--- config.mk ---
export PLATFORM = sky130hd
export DESIGN_NAME = mem_bus_arbiter
export DESIGN_NICKNAME = d
export VERILOG_FILES = /design/src/rtl/mem_bus_arbiter.sv
export SDC_FILE = /design/constraint.sdc
export NUM_CORES = 1
export LEC_CHECK = 0
export CORE_MARGIN = 2
export CORE_UTILIZATION = 37
export DETAILED_ROUTE_END_ITERATION = 16
export PLACE_DENSITY = 0.95
export SYNTH_ARGS = -nofsm -noshare
export SYNTH_HDL_FRONTEND = slang
export SYNTH_SLANG_ARGS = --single-unit
--- constraint.sdc ---
create_clock -name i_clk -period 3.01 [get_ports i_clk]
set_input_delay 0.301 -clock i_clk [delete_from_list [all_inputs] [get_ports i_clk]]
set_output_delay 0.301 -clock i_clk [all_outputs]
set_load 0.01 [all_outputs]
--- src/rtl/mem_bus_arbiter.sv ---
// Single-port memory bus arbiter: one access per cycle from up to eight masters,
// fixed-priority or round-robin, with a bounded bus lock and in-order read return.
module mem_bus_arbiter #(
    parameter int NUM_MASTERS = 2,
    parameter int ADDR_W      = 16,
    parameter int DATA_W      = 8,
    parameter int RD_LATENCY  = 1,
    parameter int RR_MODE     = 1,
    parameter int LOCK_MAX    = 160
) (
    input  logic                          i_clk,
    input  logic                          i_rst_n,
    input  logic [NUM_MASTERS-1:0]        i_req,
    input  logic [NUM_MASTERS-1:0]        i_we,
    input  logic [NUM_MASTERS-1:0]        i_lock,
    input  logic [NUM_MASTERS*ADDR_W-1:0] i_addr,
    input  logic [NUM_MASTERS*DATA_W-1:0] i_wdata,
    output logic [NUM_MASTERS-1:0]        o_gnt,
    output logic [NUM_MASTERS-1:0]        o_rvalid,
    output logic [DATA_W-1:0]             o_rdata,
    output logic [ADDR_W-1:0]             o_mem_rd_addr,
    output logic                          o_mem_wr_en,
    output logic [ADDR_W-1:0]             o_mem_wr_addr,
    output logic [DATA_W-1:0]             o_mem_wr_data,
    input  logic [DATA_W-1:0]             i_mem_rd_data
);

    localparam int IDX_W = (NUM_MASTERS > 1) ? $clog2(NUM_MASTERS) : 1;
    localparam int CNT_W = $clog2(LOCK_MAX + 1);

    logic [IDX_W-1:0]       rr_ptr;
    logic                   owner_vld;
    logic [IDX_W-1:0]       owner_id;
    logic [CNT_W-1:0]       lock_cnt;
    logic                   excl_vld;
    logic [IDX_W-1:0]       excl_id;

    logic [NUM_MASTERS-1:0] mask;
    logic                   owner_win;
    logic                   gnt_any;
    logic [IDX_W-1:0]       gnt_id;
    logic [NUM_MASTERS-1:0] gnt;

    logic [CNT_W-1:0]       lock_base;
    logic [CNT_W-1:0]       lock_next;
    logic                   lock_take;
    logic                   lock_done;

    logic [ADDR_W-1:0]      sel_addr;
    logic [DATA_W-1:0]      sel_wdata;

    logic [RD_LATENCY-1:0]  rd_vld_p;
    logic [IDX_W-1:0]       rd_id_p [RD_LATENCY];

    always_comb begin
        int idx;
        idx       = 0;
        mask      = i_req;
        if (excl_vld) begin
            mask[excl_id] = 1'b0;
        end
        owner_win = owner_vld && i_req[owner_id];
        gnt_any   = 1'b0;
        gnt_id    = '0;
        if (owner_win) begin
            gnt_any = 1'b1;
            gnt_id  = owner_id;
        end else if (RR_MODE != 0) begin
            for (int i = 0; i < NUM_MASTERS; i++) begin
                idx = (int'(rr_ptr) + i) % NUM_MASTERS;
                if (!gnt_any && mask[idx]) begin
                    gnt_any = 1'b1;
                    gnt_id  = IDX_W'(idx);
                end
            end
        end else begin
            for (int i = NUM_MASTERS - 1; i >= 0; i--) begin
                if (mask[i]) begin
                    gnt_any = 1'b1;
                    gnt_id  = IDX_W'(i);
                end
            end
        end
        // Grants are suppressed while reset is asserted, whatever the masters drive.
        gnt_any = gnt_any & i_rst_n;
        gnt     = '0;
        if (gnt_any) begin
            gnt[gnt_id] = 1'b1;
        end
    end

    always_comb begin
        sel_addr  = '0;
        sel_wdata = '0;
        for (int m = 0; m < NUM_MASTERS; m++) begin
            if (gnt[m]) begin
                sel_addr  = sel_addr  | i_addr[m*ADDR_W +: ADDR_W];
                sel_wdata = sel_wdata | i_wdata[m*DATA_W +: DATA_W];
            end
        end
    end

    assign o_gnt         = gnt;
    assign o_mem_rd_addr = sel_addr;
    assign o_mem_wr_addr = sel_addr;
    assign o_mem_wr_data = sel_wdata;
    assign o_mem_wr_en   = |(gnt & i_we);

    // A locked grant continues the owner's count; any other locked grant starts a new one.
    assign lock_base = (owner_vld && (owner_id == gnt_id)) ? lock_cnt : '0;
    assign lock_next = lock_base + CNT_W'(1);
    assign lock_take = gnt_any && i_lock[gnt_id];
    assign lock_done = lock_take && (lock_next == CNT_W'(LOCK_MAX));

    always_ff @(posedge i_clk or negedge i_rst_n) begin
        if (!i_rst_n) begin
            rr_ptr    <= '0;
            owner_vld <= 1'b0;
            owner_id  <= '0;
            lock_cnt  <= '0;
            excl_vld  <= 1'b0;
            excl_id   <= '0;
            rd_vld_p  <= '0;
        end else begin
            if (gnt_any && !owner_win) begin
                rr_ptr <= IDX_W'((int'(gnt_id) + 1) % NUM_MASTERS);
            end
            excl_vld <= lock_done;
            excl_id  <= gnt_id;
            if (lock_take && !lock_done) begin
                owner_vld <= 1'b1;
                owner_id  <= gnt_id;
                lock_cnt  <= lock_next;
            end else begin
                owner_vld <= 1'b0;
                lock_cnt  <= '0;
            end
            // Stage p0: read tag of the current grant; later stages age it toward the tail.
            rd_vld_p[0] <= gnt_any && !i_we[gnt_id];
            for (int s = 1; s < RD_LATENCY; s++) begin
                rd_vld_p[s] <= rd_vld_p[s-1];
            end
        end
    end

    always_ff @(posedge i_clk) begin
        rd_id_p[0] <= gnt_id;
        for (int s = 1; s < RD_LATENCY; s++) begin
            rd_id_p[s] <= rd_id_p[s-1];
        end
    end

    // Tail stage: route memory read data to the master that issued the read.
    always_comb begin
        o_rvalid = '0;
        o_rdata  = '0;
        if (rd_vld_p[RD_LATENCY-1]) begin
            o_rvalid[rd_id_p[RD_LATENCY-1]] = 1'b1;
            o_rdata                         = i_mem_rd_data;
        end
    end

endmodule
Word-level counts from Yosys, hierarchy flattened
Memory sizes are Yosys's and may differ from the RTL's.
Cells that the tools add are included.
{"block": "totals", "reg_bits": 14, "ramBits": 1, "in_bits": 64, "out_inout_bits": 53, "wordCells": 80, "n_memories": 1}
{"name": "rd_id_p", "words": 1, "width": 1, "rd": 1, "rd_ports_with_merged_regs": 0, "wr": 1, "line_no": "53", "rtl": "logic [IDX_W-1:0] rd_id_p [RD_LATENCY];"}
{"block": "op_classes", "addsub": 3, "magnitude_cmp": 9, "n_eq_ne": 2, "muxes": 35, "n_bitwise": 7, "n_reduce_logical": 16}
{"cell": "2-to-1 mux 8 bit", "n": 5}
{"cell": "2-to-1 mux 16 bit", "n": 2}
{"cell": "2-to-1 mux 1 bit", "n": 22}
{"cell": "OR 16 bit", "n": 1}
{"cell": "logical AND 1 bit", "n": 11}
{"cell": "< comparator 1 x 2 -> 1 bit, second input constant", "n": 5}
{"cell": "adder 8 x 1 -> 8 bit, second input constant", "n": 1}
{"cell": "equality test 8 bit, second input constant", "n": 1}
{"cell": "OR 8 bit", "n": 1}
{"cell": "2-to-1 mux 2 bit", "n": 3}
{"cell": "bitwise AND 2 bit", "n": 2}
{"cell": "zero test 1 bit", "n": 4}
{"cell": "demux 1 bit (select 1 bit)", "n": 3}
{"cell": "greater-or-equal comparator 1 bit, second input constant", "n": 3}
{"cell": "< comparator 2 x 3 -> 1 bit, second input constant", "n": 1}
{"cell": "adder 1 bit, second input constant", "n": 2}
{"cell": "NOT 2 bit", "n": 1}
{"cell": "OR reduction 2 bit", "n": 1}
{"cell": "bitwise AND 1 bit", "n": 1}
{"cell": "bitwise AND 1 bit, first input constant", "n": 1}
{"cell": "equality test 1 bit", "n": 1}

Depth between registers and ports, before layout
Gate-level depths: netlist of the first run.
{"block": "depth", "ltp_word": 24, "ltp_mapped": 10, "ltp_nobuf": 8}

Least setup slack after synthesis of the first run
OpenSTA, ideal clock, no wires.
{"block": "synth_timing", "path_type": "register to output", "from": "register owner_id", "to": "output port o_mem_wr_addr[0]", "arrival_time_ns": 1.994, "required_time_ns": 2.709, "setup_slack_ns": 0.715, "stages_incl_launch_ff": 11, "path_buffers": 4, "path_cell_list": "dfrtp_1 buf_6 mux2_4 a221o_1 and2_4 buf_6 inv_12 buf_12 nand2_2 a21oi_2 buf_4"}
{"block": "synth_via", "elab_chain_len": 12, "word_cells_on_any_way": 15, "cone_classes": "order compare (2); mux (9); bitwise (2); reduce/logical (2)"}
{"element": "start, declared", "line_no": "33", "rtl": "logic [IDX_W-1:0] owner_id;"}
{"element": "start signal, assigned", "line_no": "132", "rtl": "owner_id <= gnt_id;"}
{"element": "2-to-1 mux 1 bit (implied by the code) (2 in series)", "line_no": "62", "rtl": "owner_win = owner_vld && i_req[owner_id];"}
{"element": "logical AND 1 bit", "line_no": "62"}
{"element": "2-to-1 mux 1 bit", "line_no": "65", "rtl": "if (owner_win) begin"}
{"element": "< comparator 1 x 2 -> 1 bit (implied by the code) / greater-or-equal comparator 1 bit (equally long branches)", "line_no": "88", "rtl": "gnt[gnt_id] = 1'b1;"}
{"element": "logical AND 1 bit (implied by the code)", "line_no": "88"}
{"element": "2-to-1 mux 1 bit (implied by the code)", "line_no": "88"}
{"element": "demux 1 bit (select 1 bit)", "line_no": "88"}
{"element": "2-to-1 mux 2 bit *", "line_no": "87", "rtl": "if (gnt_any) begin"}
{"element": "2-to-1 mux 16 bit", "line_no": "96", "rtl": "if (gnt[m]) begin"}
{"element": "OR 16 bit", "line_no": "97", "rtl": "sel_addr = sel_addr | i_addr[m*ADDR_W +: ADDR_W];"}
{"element": "2-to-1 mux 16 bit *", "line_no": "96"}
{"element": "end, declared", "line_no": "23", "rtl": "output logic [ADDR_W-1:0] o_mem_wr_addr,"}
Every way passes the cells marked *; elsewhere a longest branch is shown, timed or not. The select of a mux whose other input is x is not followed.

Final worst setup path of the first run
{"block": "layout_timing", "from": "register owner_id", "to": "output port o_mem_rd_addr[4]"}
{"block": "layout_via", "elab_chain_len": 12, "word_cells_on_any_way": 15, "cone_classes": "order compare (2); mux (9); bitwise (2); reduce/logical (2)"}
{"element": "2-to-1 mux 1 bit (implied by the code) (2 in series)", "line_no": "62"}
{"element": "logical AND 1 bit", "line_no": "62"}
{"element": "2-to-1 mux 1 bit", "line_no": "65"}
{"element": "< comparator 1 x 2 -> 1 bit (implied by the code) / greater-or-equal comparator 1 bit (equally long branches)", "line_no": "88"}
{"element": "logical AND 1 bit (implied by the code)", "line_no": "88"}
{"element": "2-to-1 mux 1 bit (implied by the code)", "line_no": "88"}
{"element": "demux 1 bit (select 1 bit)", "line_no": "88"}
{"element": "2-to-1 mux 2 bit *", "line_no": "87"}
{"element": "2-to-1 mux 16 bit", "line_no": "96"}
{"element": "OR 16 bit", "line_no": "97"}
{"element": "2-to-1 mux 16 bit *", "line_no": "96"}
{"element": "end, declared", "line_no": "21", "rtl": "output logic [ADDR_W-1:0] o_mem_rd_addr,"}
Marked as above.

==> results of run 1 <==
[power by group through the flow]
stage / clock network [uW] / logic [uW] / registers, uW
finish: 166 / 435 / 236
floorplan: 0 / 260 / 228
global route: 176 / 469 / 239
CTS: 170 / 440 / 235
global placement: 0 / 430 / 238
detailed placement: 0 / 438 / 238
[sequential cells by signal (all words and copies together), names as in the netlist]
| signal | flops |
|---|---|
| owner_vld | 1 |
| rd_id_p | 1 |
| rd_vld_p | 1 |
| owner_id | 1 |
| rr_ptr | 1 |
| excl_id | 1 |
| lock_cnt | 8 |
| excl_vld | 1 |
[area by class of cell]
| class | instances | area [um^2] | share of cell area (%) |
|---|---|---|---|
| clock buffer | 4 | 45.0 | 1.69 |
| inverter | 3 | 23.8 | 0.892 |
| multi-input combinational | 146 | 935 | 35.1 |
| sequential | 15 | 372 | 14.0 |
| tap | 50 | 62.6 | 2.35 |
| timing repair buffer | 123 | 1230 | 46.0 |
[what timing repair did]
action,4_1_cts,5_1_grt
hold buffers,0,0
gates resized for setup,0,1
endpoints found under the setup margin,0,1
[cells by family after synthesis]
kind of cell | share of synthesized area [%]
compound gates | 22.2
xor+xnor | 4.04
fa+ha+maj | 0.824
buf+inv | 15.2
flops | 24.4
mux | 2.39
simple gates | 31.0
[final timing paths]
| path | cells past startpoint | slack [ns] | end | startpoint |
|---|---|---|---|---|
| hold / removal | 2 | 0.46 | owner_vld | i_rst_n |
| max in group asynchronous | 2 | 2.37 | owner_id | i_rst_n |
| hold reg to reg | 1 | 0.52 | rr_ptr | rr_ptr |
| setup reg to reg | 8 | 0.82 | owner_id | excl_id |
| min in group i_clk | 1 | 0.52 | rr_ptr | rr_ptr |
| setup / recovery | 7 | 0.15 | o_mem_rd_addr[4] | owner_id |
[placed cells by master, fill, tap and decap left out, types with 2 or more instances in the layout]
| master | Yosys | routed |
|---|---|---|
| nand3_1 | 5 | 5 |
| a21oi_1 | 8 | 8 |
| xnor2_1 | 3 | 3 |
| clkbuf_8 | 0 | 3 |
| nand2_2 | 18 | 18 |
| nor2b_1 | 3 | 3 |
| nor4_1 | 2 | 2 |
| nand2b_1 | 2 | 2 |
| xor2_1 | 4 | 4 |
| nand2_1 | 35 | 35 |
| nor2_1 | 11 | 11 |
| clkdlybuf4s50_1 | 0 | 116 |
| a21oi_2 | 18 | 18 |
| inv_1 | 2 | 2 |
| nor3_1 | 3 | 3 |
| buf_4 | 16 | 6 |
| and2_1 | 11 | 11 |
| dfrtp_1 | 14 | 13 |
[per-layer routing]
| layer | routed length [um] | share of wire, % | vias up | global-route usage (%) |
|---|---|---|---|---|
| li1 | - | - | 827 | - |
| met4 | 35 | 0.77 | 0 | 5.25 |
| met2 | 2520 | 55 | 60 | 33.6 |
| met1 | 1670 | 37 | 783 | 20.9 |
| met5 | 0 | 0 | - | 0 |
| met3 | 325 | 7.1 | 3 | 2.47 |
[metrics by stage]
stage	worst slack [ns]	utilization (%)	area (um^2)	std cells
after floorplan	0.715	-	1520	189
after global placement	0.160	65.9	2620	337
after detailed placement	0.148	65.9	2620	337
after CTS	0.104	67.0	2660	341
after global routing	0.0379	67.1	2660	341
final	0.155	67.1	2660	341
[worst max-delay path: stages, from the launching register on]
cell,delay [ns]
dfrtp_2,0.46
mux2_4,0.32
a221o_1,0.37
and2_4,0.18
inv_12,0.14
nand2_2,0.07
a21oi_2,0.16
clkdlybuf4s50_1,0.58
==> impl_metrics.py, run 1 <==
metrics = {
    "outcome": {
        "status": "finished, final reports clean",
    },
    "logic_synthesis": {
        "syn_avg_cell_area_um2": 8.03,
        "synth_edf_count": 0,
        "netlist_top_cells_area": "dfrtp_1, a21oi_2, nand2_1",
        "ys_async_sr_fraction_pct": 93.3,
        "synth_nets": 254,
        "synth_seq_cells": 15,
        "yosysSeqAreaShare_pct": 24.4,
        "ys_types": 45,
        "yosysMostFrequentCell": "nand2_1",
        "synthesis.area_um2": 1520,
        "yosysTopAreaCellShare_pct": 23.1,
        "yosysTopAreaCell": "dfrtp_1",
        "synth_cells": 189,
        "yosys_warnings": 0,
        "ys.flop_type": "dfrtp_1",
        "synth_common_cells": "nand2_1, a21oi_2, nand2_2",
    },
    "timing": {
        "tns_ns": 0,
        "period_needed_ns": 2.86,
        "finalClockSkew_ns": 0.000691,
        "setup_viol": 0,
        "final_max_slew_viol_count": 0,
        "max_freq_mhz": 350,
        "hold_viol_final": 0,
        "tightest_slew_ns": 0.567,
        "rsz0062_at_grt": "false",
        "holdWs_ns": 0.460,
        "slew-limit-headroom_pct": 61.2,
        "layout_worst_path_cycle_share_pct": 94.9,
    },
    "place": {
        "hpwl_um": 3670,
        "place_congestion": 0.795,
        "portBuffers": 116,
    },
    "cells_and_area": {
        "fill_cells": 329,
        "drive_gt1_share_pct": 18.6,
        "diodes": 0,
        "area_delta_synth_final_pct": 75.5,
        "fin_nets": 357,
    },
    "drt": {
        "wl_per_cell_um": 13.3,
        "dr.pass1.iters": 4,
        "drt_iter0_drc": 27,
        "drc": 0,
        "drtAntennaViolNets": 0,
        "vias": 1673,
        "drt-total-wl_um": 4550,
        "viasPerCell": 4.91,
    },
    "power_and_ir_drop": {
        "power_switching_uw": 280,
        "combPwrFrac_pct": 52.0,
        "peakVddDrop_mv": 0.248,
        "powerDensity_nw_per_um2": 314,
        "power_leakage_uw": 0.00100,
        "swShare_pct": 33.5,
        "clockPowerShare_pct": 19.8,
        "pwr-share-seq_pct": 28.2,
        "power.total_uw": 836,
        "internal-power_uw": 556,
    },
    "setup_path": {
        "path_class": "register to output port",
        "worstPathArrival_ns": 2.55,
        "startpoint_type": "register",
        "end_kind": "output port",
        "worstPathRequired_ns": 2.71,
        "path_max_fanout": 28,
    },
    "grt": {
        "grt.overflow.total": 0,
        "grt_pass1_vias": 1439,
        "antenna_found_initial": 0,
        "grt_use_total_pct": 17.9,
        "grt_start_max_net_pins": 32,
        "grt_first_pass_wirelength_um": 6410,
    },
    "floorplan": {
        "initial_core_util_pct": 38.2,
        "num_rows": 23,
        "fp.dieH_um": 68.0,
        "die_x_um": 68.0,
        "core_um2": 3970,
        "io_pins": 117,
        "die_area_um2": 4630,
    },
    "clocking": {
        "cts_setup_buffers": 0,
        "cts_tree": "built",
        "clock-sinks": 15,
        "cts.reportedPaths.clkPinSlew_ns": 0.06,
        "clkLatencyLatePin_ns": 0.25,
        "cts_inserted_buffers": 3,
        "root_buffer": "clkbuf_8",
        "clockBufferDepth": 2,
        "h-tree-depth": 1,
    },
    "flow_run": {
        "cap_viol_max_count": 0,
    },
    "min_path": {
        "hp-class": "primary input to async pin",
    },
}
(Power assumes the default switching activity.)
==> run 2: changes to the inputs <==
- CORE_ASPECT_RATIO: unset -> 0.7
==> impl_metrics.py, run 2 (synthesis results as in run 1) <==
metrics = {
    "outcome": {
        "status": "finished, final reports clean",
    },
    "setup_path": {
        "path_delay_family": "buffers and inverters",
        "slowest_stage": "clkdlybuf4s50_1",
        "slowest_delay_ns": 0.59,
        "startpoint_type": "primary input",
        "crit_top_cell": "clkdlybuf4s50_1",
        "reg2reg_to": "owner_id",
        "path_class": "primary input to output port",
        "ff2ff_path_depth": 8,
        "worstPathArrival_ns": 2.63,
        "r2r_setup_slack_ns": 0.84,
        "crit_chain": "clkdlybuf4s50_1 > mux2_4 > a221o_1 > and2_4 > inv_12 > nand2_2 > a21oi_2 > clkdlybuf4s50_1",
        "worstPathRequired_ns": 2.71,
        "path_buf_inv": 3,
        "r2r-start": "owner_id",
        "end_kind": "output port",
        "path_max_fanout": 28,
    },
    "clocking": {
        "root_buffer": "clkbuf_8",
        "h-tree-depth": 1,
        "clkLatencyLatePin_ns": 0.24,
        "cts_tree": "built",
        "cts.reportedPaths.clkPinSlew_ns": 0.05,
        "cts_inserted_buffers": 3,
        "ctsResizeCount": 0,
        "cts_setup_buffers": 0,
        "clockBufferDepth": 2,
        "clock-sinks": 15,
        "hold_buffers": 0,
    },
    "cells_and_area": {
        "fill_cells": 340,
        "largest_reg_flops": 8,
        "layoutNonFillerInstCount": 344,
        "final_cell_mix": "clkdlybuf4s50_1, nand2_1, nand2_2, a21oi_2, dfrtp_1",
        "area_delta_synth_final_pct": 75.3,
        "fin_nets": 358,
        "layout_commonest_cell": "clkdlybuf4s50_1",
        "largest_register": "lock_cnt",
        "diodes": 0,
        "drive_gt1_share_pct": 18.5,
    },
    "floorplan": {
        "die_x_um": 80.6,
        "num_rows": 19,
        "die_area_um2": 4640,
        "core_um2": 3920,
        "fp.dieH_um": 57.6,
        "initial_core_util_pct": 38.7,
        "io_pins": 117,
    },
    "drt": {
        "drt-total-wl_um": 4770,
        "drt_iter0_drc": 78,
        "drc": 0,
        "vias": 1674,
        "drtAntennaViolNets": 0,
        "dr.pass1.iters": 4,
        "viasPerCell": 4.87,
        "wl_per_cell_um": 13.9,
    },
    "timing": {
        "tns_ns": 0,
        "tightest_slew_ns": 0.636,
        "setup_viol": 0,
        "layout_worst_path_cycle_share_pct": 97.4,
        "slew-limit-headroom_pct": 56.5,
        "final_max_slew_viol_count": 0,
        "period_needed_ns": 2.93,
        "max_freq_mhz": 341,
        "layout_setup_ws_ns": 0.0772,
        "finalClockSkew_ns": 0.00188,
        "rsz0062_at_grt": "false",
        "hold_viol_final": 0,
    },
    "grt": {
        "grt.overflow.total": 0,
        "grt_start_max_net_pins": 29,
        "antenna_found_initial": 0,
        "grt_pass1_vias": 1647,
        "grt_use_total_pct": 21.5,
        "grt_first_pass_wirelength_um": 7680,
    },
    "min_path": {
        "hp-class": "primary input to async pin",
    },
    "place": {
        "dp_slack_ns": 0.0934,
        "dp.cells": 340,
        "hpwl_um": 3850,
        "place_congestion": 0.912,
        "portBuffers": 116,
    },
    "power_and_ir_drop": {
        "powerDensity_nw_per_um2": 311,
        "pwr-share-seq_pct": 28.5,
        "internal-power_uw": 552,
        "peakVddDrop_mv": 0.177,
        "power_leakage_uw": 0.00100,
        "clockPowerShare_pct": 19.0,
        "swShare_pct": 33.2,
        "power_switching_uw": 275,
        "combPwrFrac_pct": 52.5,
    },
    "flow_run": {
        "cap_viol_max_count": 0,
    },
}
## run 2: cell count changes in the layout (fill, tap and decap cells not counted)
cell / delta
buf_4: +2
buf_12: -1
dfrtp_1: +1
dfrtp_2: -1
## run 2: how the worst max path moves through the flow
stage	from	to	slack [ns]	depth (start not counted)
final	i_req[1]	o_mem_rd_addr[3]	0.08	8
after floorplan	owner_id	o_mem_wr_addr[0]	0.71	10
after detailed placement	i_req[1]	o_mem_rd_addr[3]	0.09	8
after global placement	i_req[1]	o_mem_wr_addr[15]	0.17	8
after global routing	owner_id	o_mem_rd_addr[15]	0.01	7
after CTS	owner_id	o_mem_rd_addr[3]	0.08	7
## run 2: layout make-up
class	instances	area, um^2	share of cell area [%]
repair buffers	124	1220	45.9
multi-input cells	146	935	35.1
flip-flops and latches	15	370	13.9
well taps	52	65.1	2.45
clock buffers	4	45.0	1.69
inverters	3	23.8	0.894
## run 2: metal layers
layer,GRT usage [%],part of all wire [%],up-vias
met3,5.85,7.4,4
met2,36.7,49,66
met4,5.81,1.2,0
met1,26.9,42,776
li1,-,-,828
met5,0,0,-
## run 2: power groups by stage
stage / clock network (uW) / registers (uW) / logic [uW]
final: 157 / 236 / 434
after global routing: 171 / 239 / 469
after CTS: 161 / 235 / 438
after detailed placement: 0 / 238 / 437
after global placement: 0 / 237 / 429
after floorplan: 0 / 228 / 260
## run 2: stage by stage
stage / instance area (um^2) / hold WS (ns) / utilization, % / power (uW)
final: 2660 / 0.476 / 67.8 / 827
after global placement: 2620 / 0.493 / 66.7 / 666
after detailed placement: 2620 / 0.535 / 66.7 / 675
after CTS: 2660 / 0.486 / 67.8 / 834
after global routing: 2660 / 0.503 / 67.8 / 879
after floorplan: 1520 / 0.00541 / - / 488
